$ cat src/rtl/mem_access_pkg.sv
// Shared constants and types for the memory-access stage.
package mem_access_pkg;

    localparam logic [1:0] LDST_B     = 2'b00;
    localparam logic [1:0] LDST_H     = 2'b01;
    localparam logic [1:0] LDST_W     = 2'b10;
    localparam int         LDST_U_BIT = 2;
    localparam int         NUM_LANES  = 4;

    typedef enum logic {
        MA_IDLE = 1'b0,
        MA_BUSY = 1'b1
    } ma_state_e;

    // Access captured at command time and held for the whole BUSY phase.
    typedef struct packed {
        logic [31:0] adr;
        logic [3:0]  be;
        logic        we;
        logic [31:0] wdata;
        logic [4:0]  rd_adr;
        logic [1:0]  size;
        logic        uns;
    } ma_req_t;

    // Size encoding 2'b11 is treated as a word everywhere.
    function automatic logic is_misaligned(input logic [1:0] size, input logic [1:0] adr_lo);
        logic mis;
        mis = 1'b0;
        if (size == LDST_H)
            mis = adr_lo[0];
        else if (size != LDST_B)
            mis = (adr_lo != 2'b00);
        return mis;
    endfunction

endpackage

$ cat src/rtl/ma_lane.sv
// Combinational byte-lane logic: byte enables, store replication, load extraction/extension.
module ma_lane
    import mem_access_pkg::*;
(
    input  logic [1:0]  adr_lo,
    input  logic [1:0]  size,
    input  logic        uns,
    input  logic [31:0] st_data,
    input  logic [31:0] rdata,
    output logic [3:0]  be,
    output logic [31:0] wdata,
    output logic [31:0] ld_data,
    output logic        misalign
);

    logic [7:0]  rb;
    logic [15:0] rh;

    // Halves only look at adr[1]; words ignore the low bits entirely.
    for (genvar i = 0; i < NUM_LANES; i++) begin : g_lane
        localparam logic [1:0] LN = 2'(i);
        localparam int         HB = 8 * (i % 2);
        assign be[i] = (size == LDST_B) ? (adr_lo == LN) :
                       (size == LDST_H) ? (adr_lo[1] == LN[1]) : 1'b1;
        assign wdata[8*i +: 8] = (size == LDST_B) ? st_data[7:0] :
                                 (size == LDST_H) ? st_data[HB +: 8] : st_data[8*i +: 8];
    end

    assign rb = rdata[{adr_lo, 3'b000} +: 8];
    assign rh = adr_lo[1] ? rdata[31:16] : rdata[15:0];

    always_comb begin
        ld_data = rdata;
        case (size)
            LDST_B:  ld_data = {{24{~uns & rb[7]}}, rb};
            LDST_H:  ld_data = {{16{~uns & rh[15]}}, rh};
            default: ld_data = rdata;
        endcase
    end

    assign misalign = is_misaligned(size, adr_lo);

endmodule

$ cat src/rtl/mem_access.sv
// Memory-access pipeline stage: drives the dmem req/ack port, stalls upstream, registers WB.
// Optional misaligned-access trap enabled by defining MA_MISALIGN_TRAP_EN.
module mem_access #(
    parameter int WAIT_MAX = 15,
    parameter int CNT_W    = 8
) (
    input  logic        clk,
    input  logic        rst_n,
    input  logic        cmd_ld_ma,
    input  logic        cmd_st_ma,
    input  logic        wbk_rd_reg_ma,
    input  logic [4:0]  rd_adr_ma,
    input  logic [31:0] rd_data_ma,
    input  logic [31:0] st_data_ma,
    input  logic [2:0]  ldst_code_ma,
    output logic        stall_ma,
    output logic        dmem_req,
    output logic        dmem_we,
    output logic [29:0] dmem_adr,
    output logic [3:0]  dmem_be,
    output logic [31:0] dmem_wdata,
    input  logic [31:0] dmem_rdata,
    input  logic        dmem_ack,
    output logic        dmem_err,
    output logic        wbk_rd_reg_wb,
    output logic [4:0]  rd_adr_wb,
    output logic [31:0] rd_data_wb,
    output logic        ma_misalign_ld,
    output logic        ma_misalign_st,
    output logic [31:0] ma_bad_adr
);

    import mem_access_pkg::*;

    ma_state_e        state_q, state_d;
    ma_req_t          req_q;
    logic [CNT_W-1:0] cnt_q;
    logic             busy, is_cmd, trap, accept, timeout, done;
    logic [1:0]       lane_adr, lane_size;
    logic             lane_uns;
    logic [3:0]       lane_be;
    logic [31:0]      lane_wdata, lane_ld;
    logic             lane_mis;

    assign busy    = (state_q == MA_BUSY);
    assign is_cmd  = cmd_ld_ma | cmd_st_ma;

`ifdef MA_MISALIGN_TRAP_EN
    assign trap    = ~busy & is_cmd & lane_mis;
`else
    logic unused_mis;
    assign unused_mis = lane_mis;
    assign trap       = 1'b0;
`endif

    assign accept  = ~busy & is_cmd & ~trap;
    // An ack in the final wait cycle beats the timeout.
    assign timeout = busy & ~dmem_ack & (cnt_q == CNT_W'(WAIT_MAX));
    assign done    = busy & (dmem_ack | timeout);

    // In IDLE the lane decodes the incoming command; in BUSY it extracts the held load.
    assign lane_adr  = busy ? req_q.adr[1:0] : rd_data_ma[1:0];
    assign lane_size = busy ? req_q.size     : ldst_code_ma[1:0];
    assign lane_uns  = busy ? req_q.uns      : ldst_code_ma[LDST_U_BIT];

    ma_lane u_lane (
        .adr_lo   (lane_adr),
        .size     (lane_size),
        .uns      (lane_uns),
        .st_data  (st_data_ma),
        .rdata    (dmem_rdata),
        .be       (lane_be),
        .wdata    (lane_wdata),
        .ld_data  (lane_ld),
        .misalign (lane_mis)
    );

    always_ff @(posedge clk or negedge rst_n) begin
        if (!rst_n) state_q <= MA_IDLE;
        else        state_q <= state_d;
    end

    always_comb begin
        state_d = state_q;
        case (state_q)
            MA_IDLE: if (accept) state_d = MA_BUSY;
            MA_BUSY: if (done)   state_d = MA_IDLE;
            default: state_d = MA_IDLE;
        endcase
    end

    always_comb begin
        stall_ma = accept | (busy & ~done);
        dmem_req = busy;
    end

    always_ff @(posedge clk or negedge rst_n) begin
        if (!rst_n)                cnt_q <= '0;
        else if (accept)           cnt_q <= '0;
        else if (busy && !done)    cnt_q <= cnt_q + CNT_W'(1);
    end

    always_ff @(posedge clk or negedge rst_n) begin
        if (!rst_n) begin
            req_q <= '0;
        end else if (accept) begin
            req_q.adr    <= rd_data_ma;
            req_q.be     <= lane_be;
            req_q.we     <= ~cmd_ld_ma;
            req_q.wdata  <= lane_wdata;
            req_q.rd_adr <= rd_adr_ma;
            req_q.size   <= ldst_code_ma[1:0];
            req_q.uns    <= ldst_code_ma[LDST_U_BIT];
        end
    end

    assign dmem_we    = req_q.we;
    assign dmem_adr   = req_q.adr[31:2];
    assign dmem_be    = req_q.be;
    assign dmem_wdata = req_q.wdata;

    always_ff @(posedge clk or negedge rst_n) begin
        if (!rst_n) begin
            wbk_rd_reg_wb <= 1'b0;
            rd_adr_wb     <= '0;
            rd_data_wb    <= '0;
            dmem_err      <= 1'b0;
        end else begin
            wbk_rd_reg_wb <= 1'b0;
            dmem_err      <= timeout;
            if (busy) begin
                // Timed-out loads still retire, writing 0.
                if (done && !req_q.we) begin
                    wbk_rd_reg_wb <= 1'b1;
                    rd_adr_wb     <= req_q.rd_adr;
                    rd_data_wb    <= dmem_ack ? lane_ld : '0;
                end
            end else if (!is_cmd && wbk_rd_reg_ma) begin
                wbk_rd_reg_wb <= 1'b1;
                rd_adr_wb     <= rd_adr_ma;
                rd_data_wb    <= rd_data_ma;
            end
        end
    end

`ifdef MA_MISALIGN_TRAP_EN
    always_ff @(posedge clk or negedge rst_n) begin
        if (!rst_n) begin
            ma_misalign_ld <= 1'b0;
            ma_misalign_st <= 1'b0;
            ma_bad_adr     <= '0;
        end else begin
            ma_misalign_ld <= trap & cmd_ld_ma;
            ma_misalign_st <= trap & ~cmd_ld_ma;
            if (trap) ma_bad_adr <= rd_data_ma;
        end
    end
`else
    assign ma_misalign_ld = 1'b0;
    assign ma_misalign_st = 1'b0;
    assign ma_bad_adr     = '0;
`endif

endmodule

$ cat config.mk
export PLATFORM = sky130hd
export DESIGN_NAME = mem_access
export DESIGN_NICKNAME = d
export VERILOG_FILES = /design/src/rtl/mem_access_pkg.sv /design/src/rtl/ma_lane.sv /design/src/rtl/mem_access.sv
export SDC_FILE = /design/constraint.sdc
export NUM_CORES = 1
export LEC_CHECK = 0
export CAP_MARGIN = 20
export CORE_MARGIN = 3
export CORE_UTILIZATION = 64
export CTS_CLUSTER_SIZE = 20
export DETAILED_ROUTE_END_ITERATION = 6
export DONT_BUFFER_PORTS = 1
export GPL_ROUTABILITY_DRIVEN = 0
export PLACE_DENSITY = 0.89
export SETUP_SLACK_MARGIN = 0.15
export SYNTH_ARGS = -nofsm -noshare
export SYNTH_HDL_FRONTEND = slang
export SYNTH_SLANG_ARGS = --single-unit
$ cat constraint.sdc
create_clock -name clk -period 2.87 [get_ports clk]
set_clock_uncertainty 0.2 [all_clocks]
set_input_delay 0.574 -clock clk [delete_from_list [all_inputs] [get_ports clk]]
set_output_delay 0.574 -clock clk [all_outputs]
set_load 0.05 [all_outputs]
=== Word-level counts from Yosys, hierarchy flattened ===
Index checks and enable logic that the tools add are counted.

* Flip-flop bits (word level): 125
* Logic and storage cells: 79

* Muxes and demuxes: 31
* Reductions and logical operators: 11
* Shift operators: 1
* Bitwise gates (word level): 16
* Equality and inequality tests: 6
* Add/sub/neg operators: 1

{| class="wikitable"
|+ Operator list
! cell !! count
|-
| 2-to-1 mux 32 bit || 4
|-
| case mux 32 bit (2 select lines) || 1
|-
| 2-to-1 mux 8 bit || 7
|-
| variable part select 32 x 6 -> 8 bit || 1
|-
| 2-to-1 mux 16 bit || 1
|-
| 2-to-1 mux 5 bit || 3
|-
| 2-to-1 mux 1 bit || 12
|-
| adder 8 x 1 -> 8 bit, second input constant || 1
|-
| == test 8 x 4 -> 1 bit, second input constant || 1
|-
| bitwise AND 1 bit || 7
|-
| NOT 1 bit || 6
|-
| == test 2 x 1 -> 1 bit, second input constant || 2
|-
| == test 2 bit, second input constant || 2
|-
| logical NOT 2 bit || 2
|-
| 2-to-1 mux 2 bit || 2
|-
| nonzero test 2 bit || 2
|-
| logical AND 1 bit || 3
|-
| logical NOT 1 bit || 3
|-
| OR 1 bit || 3
|-
| inequality test 2 x 1 -> 1 bit, second input constant || 1
|-
| case mux 1 bit (2 select lines) || 1
|-
| AND reduction 2 bit || 1
|}

=== Logic depth before layout (Yosys ltp) ===
Gate-level depths: netlist (run 1).

* Depth in word-level cells: 9
* Depth in mapped cells: 9
* Mapped depth without buffers: 6

=== Modules after synthesis ===
Synthesis (run 1) repeated with hierarchy kept, for this count alone.

* Cell total of the unflattened synthesis: 882
* Area, all modules: 7,255.7 um^2

{| class="wikitable"
|+ By module, submodules not included
! module !! instances !! cells each !! area an instance (um^2) !! seq. area each (um^2)
|-
| mem_access || 1 || 688 || 6,020.8 || 3,128.0
|-
| ma_lane || 1 || 194 || 1,234.9 || 0.0
|}

=== Worst setup path after synthesis (run 1) ===
No wires, ideal clock.

* Path type: register -> output
* Start point: register state_q, in the netlist dmem_req
* End point: output port stall_ma
* Stages on the path, launching flop included: 6
* Data arrival time: 1,729 ps
* Setup slack: 367 ps
* Required time: 2,096 ps
* Path buffers: 2
* Cells stage by stage: dfrtp_1 buf_6 inv_2 o21ai_1 clkbuf_1 nand2_1

* Cells in the longest elaborated chain, start to end: 7
* Elaborated cells between the ends (all ways): 9
* Those cells by class: bitwise: 9

{| class="wikitable"
|+ RTL lines
! item !! RTL line !! source
|-
| start, declared || mem_access.sv:35 || <nowiki>ma_state_e state_q, state_d;</nowiki>
|-
| start signal, assigned || mem_access.sv:80 || <nowiki>else state_q <= state_d;</nowiki>
|-
| bitwise AND 1 bit (2 in series) || mem_access.sv:58 || <nowiki>assign timeout = busy & ~dmem_ack & (cnt_q == CNT_W'(WAIT_MAX));</nowiki>
|-
| OR 1 bit || mem_access.sv:59 || <nowiki>assign done = busy & (dmem_ack | timeout);</nowiki>
|-
| bitwise AND 1 bit || mem_access.sv:59 ||
|-
| NOT 1 bit || mem_access.sv:93 || <nowiki>stall_ma = accept | (busy & ~done);</nowiki>
|-
| bitwise AND 1 bit || mem_access.sv:93 ||
|-
| OR 1 bit (*) || mem_access.sv:93 ||
|-
| end, declared || mem_access.sv:16 || <nowiki>output logic stall_ma,</nowiki>
|}

Mark *: on every way between the ends. The rest lies on a longest branch, timed or not.

=== Worst setup path after layout (run 1) ===
* Start point: register cnt_q[7]
* End point: output port stall_ma

* Cells in the longest elaborated chain, start to end: 7

{| class="wikitable"
|+ RTL lines
! item !! RTL line !! source
|-
| start, declared || mem_access.sv:37 || <nowiki>logic [CNT_W-1:0] cnt_q;</nowiki>
|-
| start signal, assigned || mem_access.sv:100 || <nowiki>else if (busy && !done) cnt_q <= cnt_q + CNT_W'(1);</nowiki>
|-
| == test 8 x 4 -> 1 bit || mem_access.sv:58 ||
|-
| bitwise AND 1 bit || mem_access.sv:58 ||
|-
| OR 1 bit || mem_access.sv:59 ||
|-
| bitwise AND 1 bit || mem_access.sv:59 ||
|-
| NOT 1 bit || mem_access.sv:93 ||
|-
| bitwise AND 1 bit || mem_access.sv:93 ||
|-
| OR 1 bit || mem_access.sv:93 ||
|}

No other way between the ends.

==> results.yml, run 1 <==
hold_path:
  hold_class: "in -> async"
cells_and_area:
  drive_gt1_share_pct: 11.3
  utilization_pct: 73.7
  nNetsFinal: 871
  diodes: 0
  syn_to_final_growth_pct: 11.8
  fillers: 689
logic_synthesis:
  synthArstFlopShare_pct: 100
  synthFlopType: "dfrtp_1"
  synthAdderAreaFrac_pct: 0.183
  yosysWarnings: 0
  ys_top_cells_by_count: "nand2_1 (193), dfrtp_1 (125), buf_4 (104), a21oi_1 (59), nor2_1 (51)"
  synth_edf_count: 0
  synth_xor_area_share_pct: 0.640
  synth_top_family_by_area: "simple AND/OR/NAND/NOR gates"
  synth-simple-area-share_pct: 19.1
  muxShareOfSynthArea_pct: 3.09
  synth_seq_cells: 125
  synth_cells: 772
  seq_area_frac_synth_pct: 45.7
  syn_area_um2: 6840
  synth_top_area_cell: "dfrtp_1"
  yosysMostFrequentCell: "nand2_1"
  synthTopCellsByArea: "dfrtp_1 (46%), buf_4 (11%), nand2_1 (11%), a21oi_1 (4.3%), nor2_1 (2.8%)"
  synth_top_cell_area_share_pct: 45.7
  synth_compound_area_share_pct: 16.8
  synth.distinct_cells: 53
  syn_area_per_cell_um2: 8.86
setup_path:
  cp_max_fo: 9
  crit_start: "cnt_q[7]"
  crit_type: "reg -> out"
  worstPathArrival_ns: 1.92
  crit_end: "stall_ma"
  r2r_cells: 8
  reg2reg_to: "rd_data_wb[5]"
  critPathLaunchType: "flip-flop"
  critical_path_required_ns: 2.10
  r2r_slack_ns: 0.38
  r2r-start: "dmem_req"
  worstSetupEndpointType: "output port"
timing:
  relSlewSlack_pct: 40.8
  final_max_slew_viol_count: 0
  fin_ws_ns: 0.181
  rsz0062_at_grt: "true"
  finalSetupTns_ns: 0
  worstMarginPinSlew_ns: 0.886
  setup_viol_count_final: 0
  fmax_mhz: 372
  min_period_over_period_pct: 93.7
  hold_violations: 125
  whs_ns: -0.450
  finalCriticalPeriod_ns: 2.69
global_route:
  grt_max_degree: 126
  globalRoute.totalOverflow: 0
  gr-usage-met2_pct: 54.4
  met3_usage_pct: 12.9
  grt-busiest-layer: "met2"
  gr-usage-all-layers_pct: 33.4
  antenna_found_initial: 0
  grt_pass1_wl_mm: 30.1
  global_route.usage.met1_pct: 37.5
  grt_pass1_vias: 5651
clock_tree:
  cts_tree: "yes"
  clock-root-buffer: "clkbuf_8"
  htreeDepth: 4
  clock_path_buffers: 2
  numCtsBuffers: 17
  clock_latency_ns: 0.51
  clk_pin_slew_worst_paths_ns: 0.06
  numClockSinks: 125
routing:
  wire_per_inst_um: 22.8
  totalWireLength_mm: 20.7
  num_vias: 5699
  ant_nets: 0
  drc_errors: 4
  drtIter0Drc: 983
  vias_per_cell: 6.27
  drtPass1Iterations: 7
power_and_ir_drop:
  ir_drop_mv: 0.817
  leakagePower_uw: 0.00349
  power.total_uw: 10100
  p_per_area_nw_per_um2: 1320
placed_design:
  dpl.hpwl_mm: 13.1
  port_buffers: 0
  pre_cts_ws_ns: 0.230
floorplan:
  initial_utilization_pct: 65.9
  die_h_um: 109
  die_w_um: 109
  coreArea_um2: 10400
  die-area_um2: 12000
  ios: 252
  row_count: 37
flow_run:
  drv_cap: 0
status:
  violations: "design-rule violations, negative hold slack"
  status: "complete, but fails checks"
==> area by class of cell <==
cell class | instances | area (um2) | area share (%)
clock buffers | 19 | 442 | 5.78
multi-input cells | 532 | 2900 | 38.0
repair buffers | 80 | 798 | 10.4
well taps | 136 | 170 | 2.23
clock inverters | 13 | 189 | 2.47
inverters | 4 | 15.0 | 0.196
flip-flops and latches | 125 | 3130 | 40.9
==> layer usage <==
layer	vias to the layer above	wire length, um	part of all wire (%)
met5	-	0	0
met4	0	1080	5.2
met1	2692	7070	34
met3	90	2690	13
li1	2474	-	-
met2	443	9860	48
==> cell families (layout without fill, tap and decap cells) <==
group,Yosys count,count (layout)
simple gates,298,298
compound gates,173,174
buf+inv,149,116
flops,125,125
mux,20,20
xor+xnor,5,5
fa+ha+maj,1,1
other cells,1,34
==> worst min-delay path by stage <==
stage,from,end,slack (ns),cells after the start
after floorplan,rst_n,cnt_q[0],0.08,0
after global placement,rst_n,dmem_wdata[20],0.08,0
after detailed placement,rst_n,dmem_wdata[20],0.08,0
after CTS,rst_n,dmem_wdata[20],-0.47,0
after global routing,rst_n,dmem_wdata[20],-0.48,0
final,rst_n,dmem_wdata[20],-0.45,0
==> layout by cell type, fill, tap and decap left out, types with 4 or more instances in the layout <==
| cell type | synthesis | final |
|---|---|---|
| a211oi_1 | 8 | 8 |
| a21oi_1 | 59 | 59 |
| a222oi_1 | 14 | 14 |
| a22oi_1 | 8 | 8 |
| a31oi_1 | 24 | 24 |
| and3_1 | 5 | 4 |
| buf_4 | 104 | 17 |
| bufinv_16 | 0 | 4 |
| clkbuf_16 | 0 | 16 |
| clkinv_4 | 0 | 4 |
| conb_1 | 1 | 34 |
| dfrtp_1 | 125 | 124 |
| dlygate4sd3_1 | 0 | 58 |
| mux2i_1 | 15 | 15 |
| nand2_1 | 193 | 193 |
| nand3_1 | 4 | 4 |
| nor2_1 | 51 | 50 |
| nor2b_1 | 25 | 25 |
| o21ai_0 | 6 | 6 |
| o21ai_1 | 19 | 18 |
| o22ai_1 | 13 | 13 |
| o22ai_2 | 10 | 10 |
==> worst max-delay path, stage by stage, from the launching register on <==
cell and delay [ns]:
dfrtp_1 0.42, nor4_4 0.36, a21o_1 0.19, buf_4 0.16, nand2_1 0.08, buf_6 0.19
==> metrics by stage <==
step / std cells / instance area (um2) / hold WS, ns
global route: 909 / 7650 / -0.477
floorplan: 805 / 6960 / 0.0784
detailed placement: 810 / 6310 / 0.0811
CTS: 905 / 7580 / -0.470
finish: 909 / 7650 / -0.450
global placement: 810 / 6310 / 0.0827
==> state kept, by name, indices dropped and copies added, names as in the netlist <==
name / flops
dmem_we: 1
wbk_rd_reg_wb: 1
rd_data_wb: 32
cnt_q: 8
dmem_adr: 30
dmem_be: 4
dmem_wdata: 32
req_q: 10
rd_adr_wb: 5
dmem_err: 1
dmem_req: 1
==> where the power goes <==
group | leakage (uW) | total, uW | switching (uW) | internal [uW]
logic | 0.00169 | 2440 | 1500 | 933
registers | 0.00150 | 5360 | 2930 | 2430
clock network | 0.000304 | 2280 | 819 | 1460
==> timing repair <==
item                       CTS  global route
pin swaps                    1             2
setup endpoints to repair    1            15
hold buffers                57             1
gates resized for setup      4             1
hold endpoints to repair   184           126
gates cloned                 1             0
buffers inserted             5             2
No activity file was read; power rests on OpenSTA's default activity.
==> run 2, diff against run 1 <==
- SETUP_SLACK_MARGIN: 0.15 -> unset
==> results.yml, run 2 (synthesis gave the netlist of run 1 again) <==
global_route:
  grt_max_degree: 126
  antenna_found_initial: 0
  grt_pass1_wl_mm: 29.2
  gr-usage-met2_pct: 53.4
  globalRoute.totalOverflow: 0
  met3_usage_pct: 13.3
  grt_pass1_vias: 5539
  grt-busiest-layer: "met2"
  global_route.usage.met1_pct: 36.6
  gr-usage-all-layers_pct: 32.5
floorplan:
  ios: 252
  die_h_um: 109
  die-area_um2: 12000
  coreArea_um2: 10400
  row_count: 37
  die_w_um: 109
  initial_utilization_pct: 65.9
cells_and_area:
  final_common_cell: "nand2_1"
  final_cell_mix: "nand2_1 (193), dfrtp_1 (124), a21oi_1 (59), dlygate4sd3_1 (58), nor2_1 (50)"
  syn_to_final_growth_pct: 10.9
  diodes: 0
  final_area_um2: 7580
  nNetsFinal: 866
  drive_gt1_share_pct: 10.7
clock_tree:
  cts_tree: "yes"
  clock_path_buffers: 2
  clock_latency_ns: 0.52
  htreeDepth: 4
  clock-root-buffer: "clkbuf_8"
  clk_pin_slew_worst_paths_ns: 0.06
  numCtsBuffers: 17
  numClockSinks: 125
power_and_ir_drop:
  ir_drop_mv: 0.735
  seqPwrFrac_pct: 53.6
  leakagePower_uw: 0.00346
  p_per_area_nw_per_um2: 1320
  p_int_uw: 4790
  power.total_uw: 10000
  combPwrFrac_pct: 23.7
  swShare_pct: 52.1
  clkPwrFrac_pct: 22.7
  switching_power_uw: 5210
setup_path:
  crit_type: "reg -> out"
  r2r_slack_ns: 0.19
  worstSetupEndpointType: "output port"
  critical_path_required_ns: 2.10
  slowest_delay_ns: 0.44
  cp_max_fo: 27
  path_buf_inv: 3
  critPathLaunchType: "flip-flop"
  path_cells: "inv_2 > buf_4 > o21ai_4 > nand2_1 > buf_6"
  worstPathArrival_ns: 1.99
  slowest_stage: "dfrtp_2"
  cp_top_family: "buffers and inverters"
status:
  status: "complete, but fails checks"
  violations: "design-rule violations, negative hold slack"
hold_path:
  hold_class: "in -> async"
timing:
  setup_viol_count_final: 0
  min_period_over_period_pct: 96.4
  final_max_slew_viol_count: 0
  fmax_mhz: 361
  rsz0062_at_grt: "false"
  whs_ns: -0.452
  finalSetupTns_ns: 0
  finalCriticalPeriod_ns: 2.77
  fin_ws_ns: 0.102
  worstMarginPinSlew_ns: 0.871
  relSlewSlack_pct: 41.8
  hold_violations: 125
placed_design:
  port_buffers: 0
  place_area_um2: 6310
  dpl.hpwl_mm: 13.1
  pre_cts_ws_ns: 0.230
routing:
  drc_errors: 2
  num_vias: 5644
  drtPass1Iterations: 7
  totalWireLength_mm: 20.0
  wire_per_inst_um: 22.1
  drtIter0Drc: 897
  ant_nets: 0
  vias_per_cell: 6.24
flow_run:
  drv_cap: 0
## run 2: changes by cell type in the layout (fill, tap and decap cells not counted)
cell,before,now
and3_4,1,0
buf_4,17,14
buf_16,1,0
o21ai_2,1,0
and3_2,0,1
## run 2: final cells by class
cell class                      instances  area, um2
Clock buffer                           19        442
Clock inverter                         13        189
Fill cell                             706       2790
Inverter                                4       15.0
Multi-Input combinational cell        531       2890
Sequential cell                       125       3130
Tap cell                              136        170
Timing Repair Buffer                   76        748
## run 2: power groups by stage
stage	clock network (uW)	logic, uW	registers [uW]
3_5_place_dp	0	2190	5380
6_report	2270	2370	5360
4_1_cts	2290	2280	5350
3_3_place_gp	0	2070	5360
2_1_floorplan	0	3770	3800
5_1_grt	2380	2590	5440
## run 2: metal layers
layer / wire, um / vias up / part of all wire, %
met5: 0 / - / 0
met4: 924 / 0 / 4.6
met3: 2680 / 78 / 13
met2: 9460 / 465 / 47
met1: 6930 / 2639 / 35
li1: - / 2462 / -
## run 2: what timing repair did
item                       in CTS  in global routing
hold endpoints to repair      184                126
setup endpoints to repair       1                  1
hold buffers                   57                  1
buffers inserted                2                  1
resized for setup               1                  4
## run 2: worst register-to-register path: cells and delay by family, from the launching register on
family / cells / cell delay, ns
flip-flops: 1 / 0.44
AO/OA/AOI/OAI: 3 / 0.94
buffers and inverters: 2 / 0.33
AND/OR/NAND/NOR: 2 / 0.63
## run 2: final timing paths
| check | depth (start not counted) | startpoint | to |
|---|---|---|---|
| max reg2reg | 7 | dmem_req | rd_data_wb[17] |
| min in group clk | 2 | dmem_rdata[20] | rd_data_wb[4] |
| min reg2reg | 2 | req_q[4] | req_q[4] |
| min | 0 | rst_n | dmem_wdata[20] |
| max in group asynchronous | 0 | rst_n | rd_data_wb[3] |
| max | 5 | dmem_req | stall_ma |
## run 2: metrics by stage
step	instances	util [%]
after floorplan	805	-
after global placement	810	60.8
after detailed placement	810	60.8
after CTS	901	72.6
after global routing	904	73.1
final	904	73.1
==> run 3, diff against run 2 <==
- CORE_UTILIZATION: 64 -> 55
- PLACE_DENSITY: 0.89 -> 0.79
==> results.yml, run 3 (synthesis gave the netlist of run 1 again) <==
timing:
  min_period_over_period_pct: 96.3
  relSlewSlack_pct: 29.2
  worstMarginPinSlew_ns: 1.06
  fmax_mhz: 362
  finalSetupTns_ns: 0
  hold_violations: 125
  whs_ns: -0.347
  finalCriticalPeriod_ns: 2.76
  final_max_slew_viol_count: 0
  setup_viol_count_final: 0
  fin_ws_ns: 0.107
  rsz0062_at_grt: "false"
setup_path:
  worstPathArrival_ns: 1.99
  critical_path_required_ns: 2.10
  critPathLaunchType: "flip-flop"
  worstSetupEndpointType: "output port"
  r2r_cells: 6
  r2r-start: "dmem_req"
  reg2reg_to: "rd_data_wb[8]"
  r2r_slack_ns: 0.33
  cp_max_fo: 9
  crit_start: "cnt_q[0]"
  crit_end: "stall_ma"
  crit_type: "reg -> out"
floorplan:
  die-area_um2: 13800
  die_w_um: 118
  row_count: 40
  ios: 252
  coreArea_um2: 12100
  die_h_um: 118
  initial_utilization_pct: 56.7
clock_tree:
  post_cts_resized: 0
  clock_path_buffers: 2
  clk_pin_slew_worst_paths_ns: 0.06
  clock-root-buffer: "clkbuf_16"
  cts_tree: "yes"
  clock_latency_ns: 0.42
  postCtsSetupBuffers: 0
  numClockSinks: 125
  htreeDepth: 4
  numCtsBuffers: 17
cells_and_area:
  diodes: 0
  final_common_cell: "nand2_1"
  utilization_pct: 57.8
  syn_to_final_growth_pct: 1.94
  drive_gt1_share_pct: 11.0
  nNetsFinal: 806
  fin_cells: 876
  final_cell_mix: "nand2_1 (193), dfrtp_1 (124), a21oi_1 (59), nor2_1 (50), conb_1 (34)"
placed_design:
  dpl.hpwl_mm: 13.5
  port_buffers: 0
  pre_cts_ws_ns: 0.271
  dp.cells: 844
routing:
  drtPass1Iterations: 5
  num_vias: 5179
  drc_errors: 0
  totalWireLength_mm: 18.8
  drtIter0Drc: 572
  ant_nets: 0
  wire_per_inst_um: 21.5
  vias_per_cell: 5.91
global_route:
  grt_pass1_vias: 5155
  gr-usage-all-layers_pct: 26.8
  antenna_found_initial: 0
  grt_pass1_wl_mm: 29.3
  grt_max_degree: 126
  globalRoute.totalOverflow: 0
hold_path:
  hold_class: "in -> async"
power_and_ir_drop:
  p_per_area_nw_per_um2: 1400
  leakagePower_uw: 0.00318
  ir_drop_mv: 0.652
status:
  status: "complete, but fails checks"
  violations: "negative hold slack"
flow_run:
  drv_cap: 0
## run 3: metal layers
metal | GRT usage [%] | vias to the layer above | routed length (um)
met5 | 0 | - | 0
met1 | 31.6 | 2454 | 6830
met3 | 12.4 | 41 | 2460
met2 | 44.2 | 335 | 9120
li1 | - | 2349 | -
met4 | 8.13 | 0 | 427
## run 3: worst min-delay path by stage
stage / startpoint / cells past startpoint / slack, ns / to
2_1_floorplan: rst_n / 0 / 0.08 / cnt_q[0]
3_3_place_gp: rst_n / 0 / 0.08 / dmem_wdata[16]
3_5_place_dp: rst_n / 0 / 0.08 / dmem_wdata[0]
4_1_cts: rst_n / 0 / -0.36 / dmem_wdata[21]
5_1_grt: rst_n / 0 / -0.37 / dmem_wdata[5]
6_report: rst_n / 0 / -0.35 / dmem_wdata[0]
## run 3: worst max-delay path: stages (launching register included)
cell	delay, ns
dfrtp_1	0.41
ha_1	0.25
and3_1	0.23
a21o_1	0.23
buf_4	0.17
nand2_1	0.09
buf_4	0.20
## run 3: final cells by class
type                       instances  area (um2)
fill                            1032        5090
sequential                       125        3130
multi-input combinational        531        2890
clock buffer                      18         439
tap                              168         210
clock inverter                    14         158
timing repair buffer              16         133
inverter                           4        15.0
## run 3: power breakdown
group	switching [uW]	total (uW)	internal, uW
clock network	866	2180	1320
logic	1390	2220	831
registers	2920	5350	2430
total	5180	9760	4580
## run 3: stage by stage
| stage | instance area, um2 | power, uW |
|---|---|---|
| floorplan | 6960 | 7570 |
| global placement | 6370 | 7460 |
| detailed placement | 6370 | 7590 |
| CTS | 6970 | 9780 |
| global route | 6970 | 10200 |
| finish | 6970 | 9760 |
